[src/rtl/mem_arbiter.sv]
// rtl/mem_arbiter.sv - fetch/data arbiter in front of a single-port unified memory
// Optional MEM_ARB_FAIR_EN: caps consecutive data grants while a fetch is waiting.
module mem_arbiter #(
    parameter int BIN_DIG    = 32,
    parameter int ADDR_W     = 32,
    parameter int FAIR_LIMIT = 4
) (
    input  logic               CLK,
    input  logic               RST,
    input  logic               if_req,
    input  logic [ADDR_W-1:0]  if_addr,
    output logic               if_gnt,
    output logic               if_rvalid,
    output logic [BIN_DIG-1:0] if_rdata,
    input  logic               d_req,
    input  logic               d_we,
    input  logic [ADDR_W-1:0]  d_addr,
    input  logic [BIN_DIG-1:0] d_wdata,
    input  logic [3:0]         d_be,
    output logic               d_gnt,
    output logic               d_rvalid,
    output logic [BIN_DIG-1:0] d_rdata,
    input  logic               flush,
    output logic               mem_req,
    output logic               mem_we,
    output logic [ADDR_W-1:0]  mem_addr,
    output logic [BIN_DIG-1:0] mem_wdata,
    output logic [3:0]         mem_be,
    input  logic               mem_gnt,
    input  logic               mem_rvalid,
    input  logic [BIN_DIG-1:0] mem_rdata,
    output logic               stall_if,
    output logic               stall_d
);
    typedef enum logic [1:0] {S_IDLE, S_ISSUE, S_WAIT} state_t;
    localparam logic OWN_I = 1'b0;
    localparam logic OWN_D = 1'b1;

    state_t               state, state_nxt;
    logic                 owner, drop;
    logic                 lat_we;
    logic [ADDR_W-1:0]    lat_addr;
    logic [BIN_DIG-1:0]   lat_wdata;
    logic [3:0]           lat_be;
    logic                 idle_live, fair_pick, grant_d, grant_i;

    if (FAIR_LIMIT < 1 || FAIR_LIMIT > 7) begin : g_fair_limit_check
        $error("mem_arbiter: FAIR_LIMIT must be in 1..7");
    end

    // Grants are gated by reset so nothing pulses while the core is held.
    assign idle_live = (state == S_IDLE) && RST;

`ifdef MEM_ARB_FAIR_EN
    logic [2:0] fair_cnt;
    assign fair_pick = (fair_cnt == 3'(FAIR_LIMIT)) && if_req && !flush;

    always_ff @(posedge CLK or negedge RST) begin
        if (!RST) begin
            fair_cnt <= '0;
        end else if (grant_i) begin
            fair_cnt <= '0;
        end else if (grant_d && if_req && fair_cnt != 3'd7) begin
            fair_cnt <= fair_cnt + 3'd1;
        end
    end
`else
    assign fair_pick = 1'b0;
`endif

    assign grant_d = idle_live && d_req && !fair_pick;
    assign grant_i = idle_live && if_req && !flush && !grant_d;

    always_ff @(posedge CLK or negedge RST) begin
        if (!RST) begin
            state <= S_IDLE;
        end else begin
            state <= state_nxt;
        end
    end

    always_comb begin
        state_nxt = state;
        case (state)
            S_IDLE:  if (grant_d || grant_i) state_nxt = S_ISSUE;
            S_ISSUE: if (mem_gnt)            state_nxt = S_WAIT;
            S_WAIT:  if (mem_rvalid)         state_nxt = S_IDLE;
            default:                         state_nxt = S_IDLE;
        endcase
    end

    always_ff @(posedge CLK or negedge RST) begin
        if (!RST) begin
            owner     <= OWN_I;
            drop      <= 1'b0;
            lat_we    <= 1'b0;
            lat_addr  <= '0;
            lat_wdata <= '0;
            lat_be    <= '0;
        end else if (grant_d) begin
            owner     <= OWN_D;
            lat_we    <= d_we;
            lat_addr  <= d_addr;
            lat_wdata <= d_wdata;
            lat_be    <= d_be;
        end else if (grant_i) begin
            owner     <= OWN_I;
            drop      <= 1'b0;
            lat_we    <= 1'b0;
            lat_addr  <= if_addr;
            lat_wdata <= '0;
            lat_be    <= 4'b1111;
        end else if (flush && owner == OWN_I && state != S_IDLE) begin
            // The memory cycle still runs to completion; only the response is dropped.
            drop <= 1'b1;
        end
    end

    always_comb begin
        if_gnt    = grant_i;
        d_gnt     = grant_d;
        mem_req   = 1'b0;
        mem_we    = 1'b0;
        mem_addr  = '0;
        mem_wdata = '0;
        mem_be    = '0;
        if_rvalid = 1'b0;
        if_rdata  = '0;
        d_rvalid  = 1'b0;
        d_rdata   = '0;
        case (state)
            S_ISSUE: begin
                mem_req   = 1'b1;
                mem_we    = lat_we;
                mem_addr  = lat_addr;
                mem_wdata = lat_wdata;
                mem_be    = lat_be;
            end
            S_WAIT: begin
                if (mem_rvalid) begin
                    if (owner == OWN_D) begin
                        d_rvalid = 1'b1;
                        d_rdata  = lat_we ? '0 : mem_rdata;
                    end else if (!drop && !flush) begin
                        if_rvalid = 1'b1;
                        if_rdata  = mem_rdata;
                    end
                end
            end
            default: ;
        endcase
        stall_if = RST && ((if_req && !grant_i) ||
                           (owner == OWN_I && state != S_IDLE && !if_rvalid));
        stall_d  = RST && ((d_req && !grant_d) ||
                           (owner == OWN_D && state != S_IDLE && !d_rvalid));
    end
endmodule

[config.mk]
export PLATFORM = sky130hd
export DESIGN_NAME = mem_arbiter
export DESIGN_NICKNAME = d
export VERILOG_FILES = /design/src/rtl/mem_arbiter.sv
export SDC_FILE = /design/constraint.sdc
export NUM_CORES = 1
export LEC_CHECK = 0
export ABC_AREA = 1
export BUFFER_PORTS_ARGS = -buffer_cell sky130_fd_sc_hd__buf_2
export CORE_AREA = 2 2 108 110
export DETAILED_ROUTE_END_ITERATION = 16
export DIE_AREA = 0 0 110 112
export PLACE_DENSITY = 0.73
export RECOVER_POWER = 25
export SLEW_MARGIN = 20
export SYNTH_ARGS = -nofsm -noshare
export SYNTH_HDL_FRONTEND = slang
export SYNTH_SLANG_ARGS = --single-unit
[constraint.sdc]
create_clock -name CLK -period 1.76 [get_ports CLK]
set_input_delay 0.352 -clock CLK [delete_from_list [all_inputs] [get_ports CLK]]
set_output_delay 0.352 -clock CLK [all_outputs]
set_load 0.02 [all_outputs]
Word level (Yosys, flattened, before mapping)
Index checks and enable logic that the tools add are counted.

Bits of input ports: 140. Output and inout port bits: 140. Register bits: 73.

Equality and inequality tests: 5. Multiplexer cells: 35. Bitwise operators: 2. Reductions and logical operators: 31.

Operators with widths (count): $mux W32 (14); $logic_and A1 B1 Y1 (16); $mux W1 (14); $mux W4 (3); $logic_not A1 Y1 (6); $mux W2 (3); $pmux W2 S3 (1); $reduce_bool A2 Y1 (3); $ne A2 B2 Y1 const B (2); $logic_or A1 B1 Y1 (3); $reduce_and A3 Y1 (1); $eq A2 B1 Y1 const B (1); $eq A2 B2 Y1 const B (1); $logic_not A2 Y1 (1); $ne A2 B1 Y1 const B (1); $not A1 Y1 (2); $reduce_and A2 Y1 (1).

Logic depth before layout (Yosys ltp)
Gate-level depths: netlist of the first run.

Depth after elaboration: 10. Depth in mapped cells: 9. Depth with buffers taken out: 7.

Worst setup path before layout of the first run
Ideal clock, no wire load.

Kind: flip-flop to output port. Start: reg state[0]. End: out d_rdata[10]. Stages on the path, launching flop included: 7. Buffers on the path: 1. Arrival time: 1516 ps. Setup slack: -108 ps. Path through: dfrtp_1 inv_1 nand2_1 nor2_1 nand2_2 buf_6 nor2_1.

Longest elaborated chain between the ends: 2.

Ends and longest elaborated chain: start, declared (RTL line 39) `state_t state, state_nxt;`; start signal, assigned (RTL line 78) `state <= state_nxt;`; $eq A2 B2 Y1 (RTL line 131) `case (state)`; $mux W32 (RTL line 131); end, declared (RTL line 22) `output logic [BIN_DIG-1:0] d_rdata,`.

No other way between the ends.

Final worst setup path of the first run
Start: reg state[0]. End: out d_rdata[28].

The elaborated chain is that of the path after synthesis.

==> run summary, run 1 <==
The final period demand of the worst path was 1.89 ns; the average detailed-routed wire length per instance was 14.0 microns. The first global-routing pass estimated 21100 microns of wire. From bottom edge to top edge, the die measures 112 microns.

The logs give 3 for the number of antenna violations at the first check in global routing and 1.54 ns for the data arrival time of the critical path. Traced cell by cell, the critical path runs through inv_2 > nand2_4 > nor2_4 > nand2_4 > buf_12 > nor2_2 > buf_6. In this run the worst path has a maximum fanout of 16. The area growth from synthesis to layout is 72.7%.

The tools report the internal power as 5460 uW. Setup violations remaining at the end of the flow were counted as 132. Among all stages on the critical path, the largest delay is contributed by sky130_fd_sc_hd__dfrtp_1. The tools report the root buffer selected by CTS as sky130_fd_sc_hd__clkbuf_16. The post-route netlist has 45.7% of its cells at a drive strength greater than 1. The tools report the number of global-route vias before repair as 4563.

TritonCTS built the clock tree. The register bit total from synthesis is 73, and the sequential-to-total area share from yosys stat is 43.5%. Across all register-to-register paths, the minimum setup slack is 0.15 ns.

For the routed length on met2, the log shows 7970 microns. The delay of the slowest cell on the worst path works out to 0.38 ns. The H-tree was split into 3 levels.

The clock network accounts for 21.8% of the total power. Dividing the final minimum period by the clock period gives 107%. The logs give 5810 microns for the met1 wire length and -0.127 ns for the post-route worst setup slack.

In this run switching power makes up 39.6% of total power. Clock tree synthesis found a total of 73 sinks. The starting utilization of the core area came out at 37.6%. Detailed placement finished with a half-perimeter wire length of 10300 microns.

Averaged over all synthesized cells, the footprint is 6.48 sq um. Floorplan row count: 39. The worst slew slack as a fraction of its limit is 13.5%, and the final global-route overflow total is 0. The utilization after layout came out at 64.8%.

For the number of slew-limit violations in the final report, the log shows 0. By startpoint and endpoint, the worst setup path is classified as register to output port. Including well taps, the total number of placed cells is 1053. The finished layout holds 1091 standard cells, fillers aside.

For the final layout net count, the log shows 1082. Together, buffers and inverters on the worst path number 3. Detailed routing inserted a total of 4931 vias. The top layer reached by signal wires was met5.

The clock passes through at most 2 buffers. Measured along the x axis, the die boundary spans 110 microns. Max-cap violations in this run came to 0.

The run finished, with violations left. The cell area that synthesis handed to floorplanning was 4200 sq um. The tools report the cell area after placement as 5760 sq um. The count of nets left with antenna violations once routing finished came out at 0. Per report_power, the combinational group accounts for 47.3% of the total. The final hold violation count came out at 0. Pin placement for this block handled 280 I/O pins. The total power divided by cell area was 1250 nW/um^2; the maximum vdd ir drop was 0.663 mV. The clock reaches the later pin of the worst-skew pair after 0.33 ns. Dividing the detail-routed via count by the number of cells gives 4.52. The measured slew at the worst slew-check pin works out to 1.30 ns. After detailed routing, the met3 layer carries 1130 microns of wire.

The number of detailed-route iterations in the first pass is 4. The core region is 11200 sq um. STA classifies the critical path startpoint as a register. After synthesis, the netlist uses 17 different library cells.

STA puts the critical path data required time at 1.41 ns. The area of the die is 12300 sq um. The routed design has 15300 microns of wire. Entering global routing, the biggest net connects 48 pins. The final RePlAce weighted congestion is 0.813, and the number of remaining DRC errors is 0. Setup repair after global routing could not meet its margin everywhere.

The share of total power dissipated in sequential elements is 30.8%. The number of warnings printed during yosys synthesis came out at 0. The worst hold path class is input port to register. The number of buffers inserted during clock tree synthesis came out at 9. Clock-pin slew was measured on the worst setup and hold paths at 0.06 ns. With fillers left out, the area of the finished cells amounts to 7250 sq um. The number of nets handed over by synthesis was 788. Clock tree skew after final layout: 0.00615 ns. The reported leakage power was 0.00411 uW. The kind of cell adding the most delay to the critical path is simple AND/OR/NAND/NOR gates.

The first routing iteration left 243 violations. Total routing usage reported by global routing: 22.0%. The tools report the capturing element type of the critical path as an output port. The checks that failed: setup timing. The cell that appears most often on the critical path is sky130_fd_sc_hd__nand2_4.

The analysis attributes to net switching a power of 3580 uW. In this run the tool buffered the top-level ports with 279 buffer cells. Timing would allow up to 530 MHz.

Synthesis handed over a netlist of 648 instances.
## metrics by stage
step | setup TNS (ns) | total power [uW] | hold WS [ns] | setup WS (ns)
floorplan | 0 | 5030 | 0.0564 | 0.0113
global placement | 0 | 6170 | 0.177 | 0.122
detailed placement | 0 | 6230 | 0.179 | 0.120
CTS | -6.04 | 8680 | 0.101 | -0.0886
global route | -16.29 | 9660 | 0.237 | -0.186
finish | -8.11 | 9040 | 0.233 | -0.127
## registers in the layout (all words and copies together), names as in the netlist
name       count
lat_addr      32
lat_wdata     32
drop           1
lat_be         4
owner          1
state          2
lat_we         1
## layer usage
layer | vias to the layer above | GRT usage [%]
met5 | - | 0
met3 | 33 | 5.44
met4 | 2 | 8.52
li1 | 2452 | -
met2 | 190 | 39.9
met1 | 2254 | 24.2
## Yosys cell counts
| cell type | count | area [sq um] |
|---|---|---|
| sky130_fd_sc_hd__nand2_1 | 231 | 867 |
| sky130_fd_sc_hd__nor2_1 | 144 | 541 |
| sky130_fd_sc_hd__inv_1 | 111 | 417 |
| sky130_fd_sc_hd__dfrtp_1 | 73 | 1830 |
| sky130_fd_sc_hd__o21ai_0 | 35 | 175 |
| sky130_fd_sc_hd__buf_2 | 15 | 75.1 |
| sky130_fd_sc_hd__buf_6 | 12 | 135 |
| sky130_fd_sc_hd__a21oi_1 | 6 | 30.0 |
| sky130_fd_sc_hd__buf_4 | 6 | 45.0 |
| sky130_fd_sc_hd__o21ai_1 | 4 | 20.0 |
| sky130_fd_sc_hd__inv_2 | 3 | 11.3 |
| sky130_fd_sc_hd__nand2_2 | 2 | 12.5 |
| sky130_fd_sc_hd__nand3_1 | 2 | 10.0 |
| sky130_fd_sc_hd__clkbuf_1 | 1 | 3.75 |
| sky130_fd_sc_hd__nand3_2 | 1 | 10.0 |
| sky130_fd_sc_hd__nand4_1 | 1 | 6.26 |
| sky130_fd_sc_hd__nor2_4 | 1 | 11.3 |
## tightest hold or removal path: stages
cell and delay (ns):
sky130_fd_sc_hd__buf_2 0.07, sky130_fd_sc_hd__nand2_1 0.04, sky130_fd_sc_hd__o21ai_0 0.06
## power by group through the flow
stage | clock [uW] | sequential (uW) | combinational (uW)
final | 1970 | 2790 | 4280
after global routing | 2100 | 2870 | 4700
after CTS | 2020 | 2780 | 3880
after detailed placement | 0 | 2780 | 3450
after global placement | 0 | 2760 | 3410
after floorplan | 0 | 2700 | 2330
## worst paths after layout
path / cells past startpoint / to / startpoint
min in group asynchronous: 2 / lat_we / RST
min: 3 / lat_wdata[7] / d_wdata[7]
max: 7 / d_rdata[28] / state[0]
min reg2reg: 2 / lat_addr[0] / lat_addr[0]
max reg2reg: 7 / lat_wdata[18] / state[0]
max in group asynchronous: 2 / state[1] / RST
## final cells by class
cell class | instances | area (sq um)
fill | 972 | 3930
timing repair buffer | 317 | 2420
multi-input combinational | 427 | 2040
sequential | 73 | 1830
inverter | 114 | 440
clock buffer | 11 | 253
tap | 143 | 179
clock inverter | 4 | 76.3
antenna | 2 | 5.00
## logic make-up (layout without fill, tap and decap cells)
logic type	count (synthesis)	count (layout)	synth area share, %
other cells	0	2	0
compound gates	45	45	5.37
flops	73	73	43.5
simple gates	382	382	34.7
buf+inv	148	446	16.4
## layout by cell type, fill, tap and decap left out
cell type	synthesis	routed
sky130_fd_sc_hd__dfrtp_1	73	72
sky130_fd_sc_hd__inv_6	0	1
sky130_fd_sc_hd__buf_4	6	96
sky130_fd_sc_hd__nand3_1	2	1
sky130_fd_sc_hd__nand2_4	0	2
sky130_fd_sc_hd__dlygate4sd3_1	0	1
sky130_fd_sc_hd__clkbuf_8	0	2
sky130_fd_sc_hd__buf_6	12	61
sky130_fd_sc_hd__o21ai_1	4	4
sky130_fd_sc_hd__inv_8	0	1
sky130_fd_sc_hd__clkbuf_2	0	1
sky130_fd_sc_hd__clkbuf_16	0	11
sky130_fd_sc_hd__bufinv_16	0	2
sky130_fd_sc_hd__buf_2	15	144
sky130_fd_sc_hd__inv_2	3	4
sky130_fd_sc_hd__nand4_1	1	1
sky130_fd_sc_hd__buf_12	0	10
sky130_fd_sc_hd__a21oi_2	0	1
sky130_fd_sc_hd__nand2_1	231	230
sky130_fd_sc_hd__diode_2	0	2
sky130_fd_sc_hd__nand2_2	2	1
sky130_fd_sc_hd__clkinvlp_4	0	1
sky130_fd_sc_hd__dfrtp_2	0	1
sky130_fd_sc_hd__nor2_2	0	68
sky130_fd_sc_hd__nand3_4	0	2
sky130_fd_sc_hd__buf_16	0	1
sky130_fd_sc_hd__clkbuf_1	1	1
sky130_fd_sc_hd__a21oi_1	6	5
sky130_fd_sc_hd__nor2_4	1	21
sky130_fd_sc_hd__nor2_1	144	56
sky130_fd_sc_hd__inv_1	111	108
sky130_fd_sc_hd__o21ai_0	35	35
sky130_fd_sc_hd__clkinv_4	0	1
## timing repair
action                                 4_1_cts  5_1_grt
cloned                                       1        4
endpoints found under the hold margin        2        0
setup endpoints to repair                  136      135
gates resized for setup                    175      145
hold buffers                                 1        0
buffers inserted                             4       11
pin swaps                                    4        5
Power figures use the tool's default switching activity.
==> inputs of run 2 (changes only) <==
- ABC_AREA: 1 -> unset
- CORE_AREA: 2 2 108 110 -> 2 2 110 112
- DIE_AREA: 0 0 110 112 -> 0 0 112 114
- PLACE_DENSITY: 0.73 -> 0.69
==> run 2 against run 1 <==
  * The run still ends with setup timing left
  * Die area up 3.6%
  * Count of clock-buffer cells in the layout down 1
  * Sequential cell count unchanged
  * Clock power up 15%
  * Register-to-register slack worse by 0.20 ns
  * Maximum frequency down 13%
  * Sequential share of layout area down 1.3 points
  * Global-route usage up 1.1 points
  * Critical endpoint is now mem_addr[4]
==> run summary, run 2 <==
The number of detailed-route iterations in the first pass came out at 5 (+1). The maximum number of pins on one net before global-route repair is 72 (+50%). The ratio of cells with drive above 1 in the final layout was 67.8% (+22 points); the total negative slack for setup checks was -50.42 ns (-42.32 ns). The worst slew slack as a fraction of its limit is 34.5% (+21 points). The register bit total from synthesis works out to 73 (unchanged).

TritonCTS built the clock tree. For the final RePlAce weighted congestion, the log shows 0.850 (+4.5%). The checks that failed: setup timing. The number of buffers inserted during clock tree synthesis is 9 (unchanged), and the portion of the clock cycle consumed by the worst path in the final layout is 123% (+16 points).

For the clock tree skew after final layout, the log shows 0.00511 ns (-0.00104 ns). The dominant synthesized flop cell is sky130_fd_sc_hd__dfrtp_1. For the count of pins on the block boundary, the log shows 280 (unchanged). Traced cell by cell, the critical path runs through buf_4 > buf_6 > nor2b_4 > clkbuf_16 > buf_4 > buf_6 > and2_4 > buf_6.

Setup repair after global routing could not meet its margin everywhere. The number of antenna violations at the first check in global routing was 3 (unchanged); the simple logic cell fraction of the synthesized area was 29.7% (-5.1 points). The worst hold path class was input port to register.

The tools report the first-pass GRT wire length as 22900 microns (+8.4%). The run gives 0 (unchanged) as the post-route antenna net violation count. The floorplan row count is 40 (+2.6%), and the adder-cell share of the synthesized area is 0% (unchanged). The HPWL after detailed placement was 10600 microns (+3.4%). The number of remaining DRC errors was 0 (unchanged); the global-route met2 utilization was 40.7% (+0.77 points).

Overall die height: 114 microns (+1.8%). In this run the clock root is driven by a sky130_fd_sc_hd__clkbuf_16. The logs give 0 (unchanged) for the final hold violation count and 11700 sq um (+4.8%) for the standard cell core area. The commonest cells after synthesis are sky130_fd_sc_hd__and2_1, sky130_fd_sc_hd__dfrtp_1, sky130_fd_sc_hd__a22o_1. The worst-path maximum fanout is 6 (-10). The count of max-cap constraint violations was 0 (unchanged).

Iteration-0 DRC count of the detailed router: 264 (+8.6%). The largest family of logic cells by synthesized area was simple AND/OR/NAND/NOR gates. The tools report the overall power as 9950 uW (+10%). The kind of cell adding the most delay to the critical path was buffers and inverters. The number of slew-limit violations in the final report was 0 (unchanged); the mux contribution to synthesized area was 0% (unchanged). By area the synthesized netlist is led by sky130_fd_sc_hd__dfrtp_1, sky130_fd_sc_hd__and2_1, sky130_fd_sc_hd__a22o_1.

The starting utilization of the core area came out at 33.8% (-3.8 points). The run gives 515 (-35%) as the post-synthesis net count. For the final layout net count, the log shows 819 (-24%). For the data arrival time of the critical path, the log shows 1.82 ns (+0.28 ns).

The total power divided by cell area came out at 1310 nW/um^2 (+4.7%). The kind of critical path is register to output port. The overall die width works out to 112 microns (+1.8%). The final setup violation count was 168 (+27%).

The final period demand of the worst path was 2.17 ns (+0.280 ns); the total length of routed wires was 16800 microns (+10%). The tools report the number of warnings printed during yosys synthesis as 0 (unchanged). Most common cell after layout, fill and taps aside: sky130_fd_sc_hd__buf_6. The logs give 4291 (-6.0%) for the number of global-route vias before repair and 3950 sq um (-5.8%) for the netlist area before placement. The met3 global-route usage was 5.84% (+0.40 points); the share of async-settable or async-resettable flops after synthesis was 100% (unchanged). The startpoint kind of the worst setup timing path was a register. The library cell occupying the most area in the post-synthesis netlist was sky130_fd_sc_hd__dfrtp_1. Total routing usage reported by global routing: 23.2% (+1.1 points).

The sequential-to-total area share from yosys stat was 46.2% (+2.7 points); the maximum vdd ir drop was 0.969 mV (+46%). Cell with the most instances after synthesis: sky130_fd_sc_hd__and2_1. The final global-route overflow total came out at 0 (unchanged).

The capturing element type of the critical path was an output port. The tools report the count of placed standard cells including taps as 786 (-25%). The number of cells in the finished layout apart from fillers came out at 834 (-24%). The count of buffers from port buffering came out at 279 (unchanged). Among all stages on the critical path, the largest delay is contributed by sky130_fd_sc_hd__dfrtp_1. The logs give 2240 sq um (+10%) for the area used by multi-input combinational logic and 1830 sq um (about the same) for the area of all sequential standard cells. In this design, the critical path's most frequently occurring cell is sky130_fd_sc_hd__buf_6. The average detailed-routed wire length per instance came out at 20.2 microns (+44%).

The run gives 73 (unchanged) as the TritonCTS sink count. The met1 capacity usage during global routing was 27.2% (+3.0 points); the delay of the slowest cell on the worst path was 0.39 ns (about the same). The logs give 0.00369 uW (-10%) for the reported leakage power and 887 (-8.7%) for the number of inserted filler cells in the final layout. The share of the synthesized area in the top cell type was 46.2% (+2.7 points). The synthesized netlist cell count came out at 375 (-42%). For the count of different cell masters after synthesis, the log shows 31 (+14).

The maximum buffer depth of the clock tree came out at 2 (unchanged). The utilization after layout is 65.1% (+0.22 points). The number of enable-type register cells in the synthesized netlist works out to 0 (unchanged).

The buffers plus inverters on the worst setup path came out at 6 (+3). The measured slew at the worst slew-check pin was 0.982 ns (-0.315 ns); the via-per-instance ratio was 5.19 (+15%). In the layout the commonest cells are sky130_fd_sc_hd__buf_6, sky130_fd_sc_hd__buf_2, sky130_fd_sc_hd__and2_4, sky130_fd_sc_hd__dfrtp_1, sky130_fd_sc_hd__a22o_1. The largest registers in the layout are lat_addr: 32 flops, lat_wdata: 32 flops, lat_be: 4 flops.

The post-route worst setup slack was -0.408 ns (-0.280 ns); the post-synthesis area per instance was 10.5 sq um (+63%). Most used routing layer: met2. The number of levels in the clock H-tree was 3 (unchanged); the area of the die was 12800 sq um (+3.6%).

The share of the synthesized area in compound gates (AO/OA/AOI/OAI) was 18.8% (+13 points). The upper clock frequency limit was 461 MHz (-13%). The worst-skew pair later-pin latency is 0.33 ns (about the same). For the total number of vias, the log shows 4325 (-12%). The fraction of synthesized cell area in xor and xnor cells is 0% (unchanged). The run finished, with violations left. From synthesis to final layout, the design area changed by 92.8%.

Clock transition at the registers of the reported paths: 0.06 ns (about the same). The required time reported for the critical path endpoint came out at 1.41 ns (about the same).
-- run 2: cell count changes in the layout (fill, tap and decap cells not counted), sizes merged, moves of 33 or more --
cell,delta
o221a,+33
and2,+133
nor2,-143
o21ai,-37
a22o,+33
inv,-110
nand2,-229
-- run 2: kinds of logic (layout without fill, tap and decap cells) --
group / count (synthesis) / in the layout
compound gates: 77 / 77
buf+inv: 42 / 351
flops: 73 / 73
other cells: 0 / 3
simple gates: 183 / 183
-- run 2: cell type report --
type / instances / share of cell area [%]
timing repair buffer: 332 / 39.1
inverter: 3 / 0.164
multi-input combinational: 260 / 29.5
clock buffer: 10 / 3.00
antenna: 3 / 0.0985
tap: 147 / 2.41
clock inverter: 6 / 1.81
sequential: 73 / 24.0
-- run 2: report_power, final --
group | internal (uW) | switching [uW]
clock | 1540 | 724
combinational | 2770 | 2060
sequential | 2390 | 456
-- run 2: worst reg2reg max path: cells and delay by family, from the launching register on --
family          cells  cell delay [ns]
simple gates        1             0.43
flops               1             0.39
buf+inv             4             0.63
compound gates      2             0.30
-- run 2: path summary, 6_finish.rpt --
path,from,end,slack (ns),cells after the start
setup / recovery,state[0],mem_addr[4],-0.41,8
hold / removal,mem_gnt,state[1],0.24,3
setup reg to reg,state[0],lat_addr[0],-0.05,7
hold reg to reg,lat_be[3],lat_be[3],0.49,1
max in group asynchronous,RST,lat_addr[29],0.47,3
min in group asynchronous,RST,state[0],0.64,3
-- run 2: timing repair --
| item | in CTS | in global routing |
|---|---|---|
| pin swaps | 8 | 33 |
| cloned | 4 | 10 |
| setup buffers | 5 | 14 |
| gates resized for setup | 199 | 201 |
| hold endpoints to repair | 2 | 0 |
| setup endpoints to repair | 170 | 176 |
| hold buffers | 1 | 0 |
-- run 2: through the flow --
stage	cell area [sq um]	hold slack (ns)	setup WS (ns)
finish	7620	0.244	-0.408
global route	7620	0.243	-0.503
CTS	6780	0.234	-0.394
detailed placement	5640	0.289	-0.0864
global placement	5640	0.296	-0.0806
floorplan	4000	0.0564	-0.0918
-- run 2: per-layer routing --
metal / vias up / wire (microns)
met2: 218 / 8820
met1: 2105 / 6330
met4: 0 / 546
met5: - / 0
met3: 33 / 1140
li1: 1969 / -
==> inputs of run 3 (changes only) <==
- REMOVE_ABC_BUFFERS: unset -> 1
==> run 3 against run 2 <==
  * Sequential cell count did not move
  * Wire length fell by 1.9%
  * Critical path depth did not move
  * Non-clock buffer count rose by 9
  * Count of clock-buffer cells in the layout did not move
  * Worst hold slack improved by 0.0088 ns
  * Sequential share of layout area rose by 0.091 points
  * Combinational power rose by 3%
  * Critical path type unchanged
  * The flow still finishes with violations (setup timing)
==> run summary, run 3 (synthesis results as in run 2) <==
Logic depth of the worst register-to-register path: 5 (-2). The tools report the required time reported for the critical path endpoint as 1.41 ns (about the same). Following the worst setup path forward leads to its endpoint at d_rdata[4]. The final global-route overflow total came out at 0 (unchanged). The ratio of cells with drive above 1 in the final layout was 67.4% (-0.45 points). The root buffer selected by CTS was sky130_fd_sc_hd__clkbuf_16. STA classifies the critical path startpoint as a register. For the maximum buffer depth of the clock tree, the log shows 2 (unchanged).

The final RePlAce weighted congestion is 0.789 (-7.2%). The post-route antenna net violation count was 0 (unchanged); the iteration-0 DRC count of the detailed router was 296 (+12%). The worst-path maximum fanout was 8 (+2). Maximum vdd ir drop: 0.757 mV (-22%). STA classifies the critical path endpoint as an output port.

For the count of pins on the block boundary, the log shows 280 (unchanged). Startpoint of the worst register-to-register path: state[0]. The final hold violation count came out at 0 (unchanged). The largest registers in the layout are lat_addr: 32 flops, lat_wdata: 32 flops, lat_be: 4 flops. The measured slew at the worst slew-check pin was 0.939 ns (-0.0428 ns).

The tools report the register-to-register setup slack as -0.10 ns (-0.05 ns). The area growth from synthesis to final layout is 92.1%. Overall die height: 114 microns (unchanged). Cell type of the slowest stage on the worst timing path: sky130_fd_sc_hd__dfrtp_1. The upper clock frequency limit was 450 MHz (-2.5%); the worst slew slack as a fraction of its limit was 37.4% (+2.9 points). The post-route worst setup slack came out at -0.463 ns (-0.0557 ns). Most common cell after layout, fill and taps aside: sky130_fd_sc_hd__buf_2. The delay of the slowest cell on the worst path came out at 0.35 ns (-0.04 ns).

The run finished, with violations left. The tools report the number of diodes added for antenna fixing as 0 (-3). The clock transition at the registers of the reported paths came out at 0.06 ns (about the same). The total power divided by cell area came out at 1250 nW/um^2 (-4.1%).

Floorplan row count: 40 (unchanged). The tools report the number of cells in the finished layout apart from fillers as 840 (+0.72%). The logs give 0 (-3) for the number of antenna violations at the first check in global routing and 0.33 ns (about the same) for the worst-skew pair later-pin latency.

The data arrival time of the critical path is 1.87 ns (+0.05 ns). The tools report the total routing usage reported by global routing as 20.8% (-2.3 points). The final reports fail on setup timing. The number of remaining DRC errors is 0 (unchanged).

The count of max-cap constraint violations is 0 (unchanged), and the via-per-instance ratio is 5.20 (+0.18%). The tools report the reported leakage power as 0.00371 uW (+0.45%). The standard cell core area was 11700 sq um (unchanged). The path class of the tightest hold or removal check is input port to register. Number of detailed-route iterations in the first pass: 4 (-1). The endpoint identified for the worst register-to-register timing path is lat_addr[30]. The tools report the area of the die as 12800 sq um (unchanged). The TritonCTS sink count came out at 73 (unchanged).

The final period demand of the worst path is 2.22 ns (+0.0557 ns), and the portion of the clock cycle consumed by the worst path in the final layout is 126% (+3.2 points). The count of placed standard cells including taps was 784 (-0.25%). The run gives 16500 microns (-1.9%) as the total length of routed wires. The logs give 4106 (-4.3%) for the number of global-route vias before repair and 9 (unchanged) for the number of buffers inserted during clock tree synthesis.

TritonCTS built the clock tree. For the overall power, the log shows 9510 uW (-4.5%). The most critical setup path has its startpoint at state[1]. The number of levels in the clock H-tree is 3 (unchanged). The tools report the maximum number of pins on one net before global-route repair as 69 (-4.2%). The average detailed-routed wire length per instance is 19.7 microns (-2.6%), and the final layout net count is 828 (+1.1%). The count of buffers from port buffering is 279 (unchanged), and the final setup violation count is 203 (+21%). The starting utilization of the core area is 33.8% (unchanged), and the total number of vias is 4364 (+0.90%). Walking the worst path, the cells encountered are buf_4 > nand3b_1 > buf_4 > nor3_4 > buf_6 > clkbuf_16 > and2_1 > buf_6.

The overall die width came out at 112 microns (unchanged). The kind of critical path is register to output port. In the layout the commonest cells are sky130_fd_sc_hd__buf_2, sky130_fd_sc_hd__buf_6, sky130_fd_sc_hd__and2_4, sky130_fd_sc_hd__dfrtp_1, sky130_fd_sc_hd__and2_1. The clock tree skew after final layout was 0.00675 ns (+0.00164 ns).

The HPWL after detailed placement is 9360 microns (-12%). The tools report the number of slew-limit violations in the final report as 0 (unchanged). Setup repair after global routing could not meet its margin everywhere. The first-pass GRT wire length was 21200 microns (-7.3%).
[run 3: worst min path at each step]
stage                     start             to  slack [ns]  cells after the start
finish              d_wdata[22]  lat_wdata[22]        0.25                      2
floorplan                   RST           drop        0.06                      0
CTS                 d_wdata[18]  lat_wdata[18]        0.24                      2
detailed placement          RST      lat_be[3]        0.27                      2
global placement            RST          owner        0.27                      2
global route        d_wdata[17]  lat_wdata[17]        0.25                      2
[run 3: power by group]
part	switching, uW	internal (uW)	total [uW]
clock network	725	956	1680
registers	456	2400	2850
logic	2110	2860	4970
total	3290	6210	9510
[run 3: stage by stage]
stage / hold slack (ns) / instance area [sq um] / setup WS [ns] / TNS, ns / util (%)
global route: 0.247 / 7590 / -0.504 / -64.65 / 64.8
detailed placement: 0.272 / 5580 / -0.0909 / -4.59 / 47.7
floorplan: 0.0564 / 3750 / -1.87 / -203.73 / -
global placement: 0.273 / 5580 / -0.102 / -2.67 / 47.7
CTS: 0.235 / 6550 / -0.363 / -41.27 / 55.9
finish: 0.253 / 7590 / -0.463 / -53.93 / 64.8
[run 3: cell type report]
type | instances | area (sq um)
clock buffers | 10 | 229
multi-input cells | 260 | 2240
inverters | 3 | 16.3
well taps | 147 | 184
flip-flops and latches | 73 | 1830
clock inverters | 6 | 43.8
repair buffers | 341 | 3050
fillers | 879 | 4120
[run 3: critical path: cells and delay by family (launching register included)]
family	cells	cell delay, ns
and+or+nand+nor	3	0.43
DFF	1	0.35
buffers and inverters	5	0.77
[run 3: repair_timing]
item / CTS / global route
pin swaps: 3 / 25
endpoints found under the hold margin: 5 / 0
gates cloned: 3 / 19
setup endpoints to repair: 189 / 209
setup buffers: 7 / 11
hold buffers: 1 / 0
resized for setup: 184 / 188
[run 3: metal layers]
| metal | up-vias | wire, microns | GRT usage, % |
|---|---|---|---|
| met5 | - | 0 | 0 |
| met4 | 0 | 342 | 6.75 |
| met3 | 27 | 957 | 4.04 |
| met2 | 209 | 8600 | 36.0 |
| met1 | 2146 | 6610 | 26.4 |
| li1 | 1982 | - | - |
